File: src/rtl/cpu_step_ctrl.sv
// cpu_step_ctrl: execution-rate controller for the single-cycle RISC-V core.
//   Debounces the STEP button and RUN switch and issues a one-cycle cpu_en
//   strobe per accepted press (IDLE) or once every RUN_DIV cycles (RUN); halt
//   from the core parks the FSM in HALTED until halt=0 and run is released.
// Ports:
//   clk, rst             board clock; synchronous active-high reset
//   btn_step, sw_run     raw asynchronous button / switch inputs
//   halt                 synchronous level halt request from the core
//   cpu_en               registered single-cycle core advance strobe
//   running, halted      registered FSM state flags (never both high)
//   step_count           count of issued strobes (CNT_W bits, wraps)
// Build option: define CPU_STEP_COUNT_EN to implement the step_count counter;
//   otherwise step_count is tied to zero and no counter flops are built.
module cpu_step_ctrl #(
  parameter int DEBOUNCE_CYCLES = 4,
  parameter int RUN_DIV         = 10,
  parameter int CNT_W           = 16
) (
  input  logic             clk,
  input  logic             rst,
  input  logic             btn_step,
  input  logic             sw_run,
  input  logic             halt,
  output logic             cpu_en,
  output logic             running,
  output logic             halted,
  output logic [CNT_W-1:0] step_count
);

  localparam int DB_W  = (DEBOUNCE_CYCLES > 2) ? $clog2(DEBOUNCE_CYCLES) : 1;
  localparam int DIV_W = (RUN_DIV > 2) ? $clog2(RUN_DIV) : 1;
  localparam logic [DB_W-1:0]  DB_LAST  = DB_W'(DEBOUNCE_CYCLES - 1);
  localparam logic [DIV_W-1:0] DIV_LAST = DIV_W'(RUN_DIV - 1);

  typedef enum logic [1:0] {
    S_IDLE   = 2'd0,
    S_RUN    = 2'd1,
    S_HALTED = 2'd2
  } state_t;

  // Bit 0 = step button, bit 1 = run switch.
  logic [1:0]           raw;
  logic [1:0]           sync1;
  logic [1:0]           sync2;
  logic [1:0]           acc;
  logic [1:0][DB_W-1:0] db_cnt;

  logic btn_acc;
  logic run_acc;
  logic step_prev;
  logic step_req;

  state_t           state;
  state_t           state_nxt;
  logic [DIV_W-1:0] div;
  logic [DIV_W-1:0] div_nxt;
  logic             tick;
  logic             tick_nxt;
  logic             cpu_en_nxt;
  logic             running_nxt;
  logic             halted_nxt;

  assign raw = {sw_run, btn_step};

  // Two-flop synchronizers.
  always_ff @(posedge clk) begin
    if (rst) begin
      sync1 <= '0;
      sync2 <= '0;
    end else begin
      sync1 <= raw;
      sync2 <= sync1;
    end
  end

  // Debouncers: a new level is accepted only after DEBOUNCE_CYCLES
  // consecutive cycles that differ from the currently accepted level.
  always_ff @(posedge clk) begin
    for (int i = 0; i < 2; i++) begin
      if (rst) begin
        db_cnt[i] <= '0;
        acc[i]    <= 1'b0;
      end else if (sync2[i] == acc[i]) begin
        db_cnt[i] <= '0;
      end else if (db_cnt[i] == DB_LAST) begin
        acc[i]    <= sync2[i];
        db_cnt[i] <= '0;
      end else begin
        db_cnt[i] <= db_cnt[i] + DB_W'(1);
      end
    end
  end

  assign btn_acc = acc[0];
  assign run_acc = acc[1];

  // Registered rising-edge detect on the accepted button level; holding the
  // button yields one request, a release is needed before the next one.
  always_ff @(posedge clk) begin
    if (rst) begin
      step_prev <= 1'b0;
      step_req  <= 1'b0;
    end else begin
      step_prev <= btn_acc;
      step_req  <= btn_acc & ~step_prev;
    end
  end

  // FSM state register, with the registered outputs and divider that change
  // on the same edge as the state.
  always_ff @(posedge clk) begin
    if (rst) begin
      state   <= S_IDLE;
      div     <= '0;
      tick    <= 1'b0;
      cpu_en  <= 1'b0;
      running <= 1'b0;
      halted  <= 1'b0;
    end else begin
      state   <= state_nxt;
      div     <= div_nxt;
      tick    <= tick_nxt;
      cpu_en  <= cpu_en_nxt;
      running <= running_nxt;
      halted  <= halted_nxt;
    end
  end

  // Next-state logic; halt overrides every other transition.
  always_comb begin
    state_nxt = state;
    case (state)
      S_IDLE:   if (run_acc) state_nxt = S_RUN;
      S_RUN:    if (!run_acc) state_nxt = S_IDLE;
      S_HALTED: if (!halt && !run_acc) state_nxt = S_IDLE;
      default:  state_nxt = S_IDLE;
    endcase
    if (halt) state_nxt = S_HALTED;
  end

  // Output logic. The divider only advances while staying in RUN, so
  // entering RUN always starts it from zero. tick marks the terminal count
  // and is turned into cpu_en one cycle later, unless RUN is left or halt
  // arrives in that cycle.
  always_comb begin
    cpu_en_nxt  = 1'b0;
    div_nxt     = '0;
    tick_nxt    = 1'b0;
    running_nxt = (state_nxt == S_RUN);
    halted_nxt  = (state_nxt == S_HALTED);
    case (state)
      S_IDLE: cpu_en_nxt = step_req;
      S_RUN: begin
        if (state_nxt == S_RUN) begin
          cpu_en_nxt = tick;
          tick_nxt   = (div == DIV_LAST);
          div_nxt    = (div == DIV_LAST) ? '0 : div + DIV_W'(1);
        end
      end
      default: cpu_en_nxt = 1'b0;
    endcase
    if (halt) cpu_en_nxt = 1'b0;
  end

`ifdef CPU_STEP_COUNT_EN
  logic [CNT_W-1:0] cnt;

  always_ff @(posedge clk) begin
    if (rst) begin
      cnt <= '0;
    end else if (cpu_en) begin
      cnt <= cnt + CNT_W'(1);
    end
  end

  assign step_count = cnt;
`else
  assign step_count = '0;
`endif

endmodule

File: config.mk
export PLATFORM = sky130hd
export DESIGN_NAME = cpu_step_ctrl
export DESIGN_NICKNAME = d
export VERILOG_FILES = /design/src/rtl/cpu_step_ctrl.sv
export SDC_FILE = /design/constraint.sdc
export NUM_CORES = 1
export LEC_CHECK = 0
export BUFFER_PORTS_ARGS = -buffer_cell sky130_fd_sc_hd__clkbuf_2
export CORE_MARGIN = 3
export CORE_UTILIZATION = 53
export CTS_CLUSTER_DIAMETER = 200
export DETAILED_ROUTE_END_ITERATION = 10
export HOLD_SLACK_MARGIN = 0.06
export PLACE_DENSITY = 0.87
export SLEW_MARGIN = 40
export SYNTH_ARGS = -nofsm -noshare
export SYNTH_HDL_FRONTEND = slang
export SYNTH_SLANG_ARGS = --single-unit
File: constraint.sdc
create_clock -name clk -period 2.6 [get_ports clk]
set_input_delay 0.39 -clock clk [delete_from_list [all_inputs] [get_ports clk]]
set_output_delay 0.39 -clock clk [all_outputs]
set_load 0.02 [all_outputs]
==> results of run 1 <==
[area by class of cell]
cell class                      count  share of cell area [%]
Sequential cell                    22                    49.1
Clock buffer                        3                    2.51
Inverter                            4                    1.67
Timing Repair Buffer                7                    3.91
Multi-Input combinational cell     60                    40.6
Tap cell                           16                    2.23
[per-stage QoR]
| step | worst slack, ps | utilization (%) | hold WS (ps) |
|---|---|---|---|
| final | 1290 | 58.2 | 303 |
| after global routing | 1210 | 58.2 | 310 |
| after CTS | 1280 | 58.2 | 292 |
| after detailed placement | 1310 | 56.7 | 394 |
| after global placement | 1330 | 56.7 | 373 |
| after floorplan | 1390 | - | 367 |
[sequential cells by signal, summed over array words and instances (netlist names)]
name	cells
div	4
step_req	1
running	1
step_prev	1
tick	1
cpu_en	1
db_cnt	4
acc	2
state	2
sync2	2
halted	1
sync1	2
[cells by family (layout without fill, tap and decap cells)]
logic type	after synthesis	in the layout	synth area share, %
and+or+nand+nor	32	32	21.9
DFF	22	22	49.6
buffers and inverters	21	14	15.7
adders and majority gates	4	4	5.64
AOI/OAI and AO/OA	4	4	2.54
xor gates and xnor gates	2	2	1.97
muxes	2	2	2.26
other	1	16	0.423
[report_power, final]
group / leakage [nW] / internal (mW) / switching (mW)
Combinational: 0.185 / 0.00655 / 0.0294
Clock: 0.0138 / 0.0539 / 0.0862
Sequential: 0.179 / 0.342 / 0.00337
Total: 0.377 / 0.403 / 0.119
[metal layers]
| metal | vias to the layer above | track usage, % | share of wire [%] |
|---|---|---|---|
| met5 | - | 0 | 0 |
| met4 | 0 | 6.63 | 0.86 |
| met1 | 239 | 13.9 | 41 |
| met3 | 2 | 3.45 | 8.4 |
| li1 | 274 | - | - |
| met2 | 24 | 18.7 | 50 |
[critical path, cell delays in order (launching register included)]
cell,delay (ps)
dfxtp_1,390
inv_1,60
ha_1,190
or3b_2,440
a31oi_1,170
[cell usage in the layout, fill, tap and decap left out, drive strengths merged]
| cell type | count |
|---|---|
| and3 | 1 |
| a21oi | 2 |
| nand3 | 1 |
| mux2i | 2 |
| nand2 | 3 |
| clkbuf | 10 |
| xnor2 | 2 |
| nor3 | 3 |
| a31oi | 2 |
| nor4b | 2 |
| nor2 | 9 |
| ha | 4 |
| nand2b | 1 |
| nor2b | 6 |
| nand3b | 1 |
| inv | 4 |
| conb | 16 |
| or3b | 1 |
| nand4b | 1 |
| dfxtp | 22 |
| nor4 | 1 |
| or3 | 2 |
[how the worst min path moves through the flow]
stage,slack (ps),endpoint,from,cells after the start
after floorplan,370,step_req$_SDFF_PP0_,step_prev$_SDFF_PP0_,1
after global placement,370,step_req$_SDFF_PP0_,step_prev$_SDFF_PP0_,1
after detailed placement,390,step_req$_SDFF_PP0_,step_prev$_SDFF_PP0_,1
after CTS,290,sync1[0]$_SDFF_PP0_,btn_step,2
after global routing,310,sync1[0]$_SDFF_PP0_,btn_step,2
final,300,sync1[0]$_SDFF_PP0_,btn_step,2
==> metrics.cfg, run 1 <==
[global_routing]
grt-ovfl-total=0
grt_pass1_wl_mm=1.77
grt_pass1_vias=427
grt_use_total_pct=11.7
antenna_found_initial=0
grt_max_degree=15

[timing]
setup_tns_ps=0
rsz0062_at_grt=no
fmax_mhz=762
fin_crit_sh_pct=50.5
hold_viol_final=0
fin_crit_ps=1310
maxSlewViolCount=0
fin_skew_ps=4.59
setup_viol=0

[synthesis]
synth_edf_count=0
ys_seq_elements=22
synth.area.top_cells=dfxtp_1, buf_4, ha_1
synthArstFlopShare_pct=0
yosysTopAreaCellShare_pct=49.6
ys_seq_area_share_pct=49.6
avgSynthCellArea_um2=10.1
yosysMostFrequentCell=dfxtp_1
synth_cell_types=25
yosys-top-cells-count=dfxtp_1, buf_4, nor2_1
netlist_area_um2=887
synth_cells=88
yosys_warnings=0
synth_area_leader_cell=dfxtp_1
ys.flop_type=dfxtp_1

[layout]
register_area_um2=440
syn2layout_area_growth_pct=1.13
instances_no_fill=112
fillers=127
postLayoutCellArea_um2=897
nets=107
multi_input_area_um2=364
diodes=0
layout-drive-gt1-share_pct=13.5

[clocking]
clk_path_buf_depth=2
clk_latency_ps=290
root_buffer=clkbuf_4
htreeDepth=1
cts_hold_buf=0
path_clk_slew_ps=100
cts_resized=0
cts_buffers=3
post_cts_buffers=0
cts_sinks=22
cts_tree=built

[floorplan]
io_pins=24
core_um2=1540
start_util_pct=57.5
die_h_um=46.9
rows=14
die-area_um2=2200
die_w_um=46.9

[placed_design]
placedCellCount=109
hpwl_um=954
gp_congestion=0.668
port_buffers=7
dpl_cell_area_um2=875

[detailed_routing]
drt-wirelength-per-cell_um=10.3
drt_pre_antenna_iters=4
initialDrtViolationCount=5
ant_nets=0
vias=539
wl_mm=1.16
vias_per_cell=4.81
drc=0

[power_and_ir_drop]
power_uw=522
power.density_nw_per_um2=582
total_leakage_power_nw=0.377
peakVddDrop_mv=0.411

[worst_setup_path]
rr_startpoint=div[1]$_SDFF_PP0_
crit_required_ps=2820
endpoint=div[3]$_SDFF_PP0_
timing.rr.end=div[3]$_SDFF_PP0_
arrival_ps=1530
r2r_cells=4
cp_max_fo=4
crit_path_start_kind=flip-flop
reg2reg_slack_ps=1290
critPathLaunch=div[1]$_SDFF_PP0_
path_class=flip-flop to flip-flop
worst_setup_path_end_kind=flip-flop

[run]
cap_violations=0

[hold_path]
holdCritPathClass=input pin to flip-flop

[run_status]
status=finished, final reports clean

No activity file was read; power rests on OpenSTA's default activity.
==> inputs of run 2 (changes only) <==
--- a/config.mk
+++ b/config.mk
@@ -7,11 +7,11 @@
 export LEC_CHECK = 0
 export BUFFER_PORTS_ARGS = -buffer_cell sky130_fd_sc_hd__clkbuf_2
 export CORE_MARGIN = 3
-export CORE_UTILIZATION = 53
+export CORE_UTILIZATION = 44
 export CTS_CLUSTER_DIAMETER = 200
 export DETAILED_ROUTE_END_ITERATION = 10
 export HOLD_SLACK_MARGIN = 0.06
-export PLACE_DENSITY = 0.87
+export PLACE_DENSITY = 0.78
 export SLEW_MARGIN = 40
 export SYNTH_ARGS = -nofsm -noshare
 export SYNTH_HDL_FRONTEND = slang
==> constraint.sdc (replaced) <==
create_clock -name clk -period 1.1 [get_ports clk]
set_input_delay 0.165 -clock clk [delete_from_list [all_inputs] [get_ports clk]]
set_output_delay 0.165 -clock clk [all_outputs]
set_load 0.02 [all_outputs]
==> run 2 against run 1 <==
Effect of this change: routed wire length increased by 10%; total power grew to 2.6 times the previous value; clock-buffer cell count grew 1; critical path type unchanged; the run now ends with setup timing left; worst hold slack got worse by 210 ps.
==> metrics.cfg, run 2 (synthesized netlist as in run 1, its figures left out) <==
[global_routing]
grt_max_degree=13  ; -2
grt_pass1_wl_mm=2.00  ; +13%
grt_pass1_vias=486  ; +14%
antenna_found_initial=0  ; unchanged
grt_use_total_pct=10.6  ; -1.1 points
grt-ovfl-total=0  ; unchanged

[timing]
maxSlewViolCount=0  ; unchanged
fin_crit_ps=1120  ; -192 ps
setup_viol=1  ; +1
hold_viol_final=0  ; unchanged
fmax_mhz=893  ; +17%
fin_ws_ps=-20.3  ; -1310 ps
fin_skew_ps=1.80  ; -2.79 ps
rsz0062_at_grt=yes
fin_crit_sh_pct=102  ; +51 points

[floorplan]
die-area_um2=2590  ; +18%
die_w_um=50.9  ; +8.5%
die_h_um=50.9  ; +8.5%
rows=15  ; +1
start_util_pct=48.7  ; -8.8 points
io_pins=24  ; unchanged
core_um2=1820  ; +18%

[power_and_ir_drop]
peakVddDrop_mv=0.681  ; +66%
clkPwrFrac_pct=32.1  ; +5.3 points
power.switching_uw=308  ; +160%
sequentialPowerShare_pct=60.9  ; -5.4 points
power_mw=1.34  ; +160%
comb_power_share_pct=6.9  ; about the same
total_leakage_power_nw=0.410  ; +8.8%
switching_share_pct=23.0  ; +0.15 points
power.density_nw_per_um2=1320  ; +130%
power.internal_mw=1.03  ; +160%

[placed_design]
pre_cts_slack_ps=-21.5  ; -1340 ps
dpl_cell_area_um2=907  ; +3.7%
port_buffers=7  ; unchanged
hpwl_um=891  ; -6.6%
gp_congestion=0.703  ; +5.2%

[clocking]
cts_buffers=3  ; unchanged
htreeDepth=1  ; unchanged
cts_sinks=22  ; unchanged
clk_latency_ps=300  ; about the same
root_buffer=clkbuf_4
cts_tree=built
path_clk_slew_ps=110  ; about the same
clk_path_buf_depth=2  ; unchanged

[worst_setup_path]
cp_max_fo=2  ; -2
path_class=flip-flop to flip-flop
path_buf_inv=1  ; unchanged
cp_slowest_cell=or3b_4
arrival_ps=1360  ; -170 ps
crit_path_cell_trace=inv_2, ha_4, or3b_4, a31oi_4
critPathLaunch=div[1]$_SDFF_PP0_
crit_path_start_kind=flip-flop
crit_required_ps=1340  ; -1480 ps
rr_startpoint=div[1]$_SDFF_PP0_
worst_setup_path_end_kind=flip-flop
cp_top_family=simple AND/OR/NAND/NOR gates
slowest_delay_ps=380  ; -60 ps

[layout]
diodes=0  ; unchanged
layout-drive-gt1-share_pct=32.7  ; +19 points
top_regs=db_cnt (4), div (4)
layout_common_cells=conb_1, dfxtp_1, nor2_1
fillers=160  ; +26%
utilization_pct=56.0  ; -2.2 points
postLayoutCellArea_um2=1020  ; +14%
syn2layout_area_growth_pct=15.0
nets=111  ; +3.7%
multi_input_area_um2=422  ; +16%
register_area_um2=448  ; +1.7%

[detailed_routing]
vias_per_cell=4.52  ; -6.0%
drt-wirelength-per-cell_um=10.1  ; -1.9%
drc=0  ; unchanged
wl_mm=1.28  ; +10%
initialDrtViolationCount=5  ; unchanged
drt_pre_antenna_iters=4  ; unchanged
vias=570  ; +5.8%
ant_nets=0  ; unchanged

[hold_path]
min_from=btn_step
holdCritPathClass=input pin to flip-flop

[run_status]
status=finished with violations
violations=setup timing

[run]
cap_violations=0  ; unchanged

==> run 2: cell count changes in the layout (fill, tap and decap cells not counted), moves of 3 or more <==
cell and delta:
dfxtp_2 +6, ha_1 -3, buf_4 +3, dfxtp_1 -6
==> run 2: path summary, 6_finish.rpt <==
path                         endpoint  cells after the start  slack (ps)
setup / recovery    div[3]$_SDFF_PP0_                      4         -20
hold / removal    sync1[0]$_SDFF_PP0_                      2          90
setup reg to reg    div[3]$_SDFF_PP0_                      4         -20
hold reg to reg   step_req$_SDFF_PP0_                      1         390
==> run 2: timing repair <==
| item | 4_1_cts | 5_1_grt |
|---|---|---|
| endpoints found under the hold margin | 1 | 0 |
| hold buffers | 1 | 0 |
| endpoints found under the setup margin | 1 | 9 |
| buffers inserted | 1 | 0 |
| pin swaps | 0 | 1 |
| resized for setup | 1 | 14 |
==> run 2: through the flow <==
stage	hold WS (ps)	instances	TNS [ps]
finish	93.2	126	-20.3
global route	80.0	126	-125
CTS	89.6	126	-19.8
detailed placement	377	120	-21.5
global placement	371	120	0
floorplan	244	103	0
==> run 2: worst register-to-register path, stage by stage (launching register included) <==
cell and delay [ps]:
dfxtp_2 350, inv_2 40, ha_4 150, or3b_4 380
a31oi_4 130
==> run 2: layer usage <==
metal	vias to the layer above	share of wire (%)	GRT usage [%]
li1	283	-	-
met3	4	8.7	3.50
met5	-	0	0
met1	258	42	11.8
met2	25	48	17.2
met4	0	1.1	6.73
==> run 2: final cells by class <==
type	instances	share of cell area [%]
Timing Repair Buffer	11	6.63
Sequential cell	22	43.9
Tap cell	25	3.07
Inverter	4	1.47
Multi-Input combinational cell	60	41.3
Clock buffer	4	3.56
==> run 2: power by group through the flow <==
stage               logic [mW]  clock network (mW)  registers [mW]
floorplan                0.109                   0           0.836
global placement        0.0855                   0           0.834
detailed placement      0.0866                   0           0.835
CTS                     0.0892               0.446           0.817
global route             0.101               0.491           0.819
finish                  0.0930               0.431           0.818
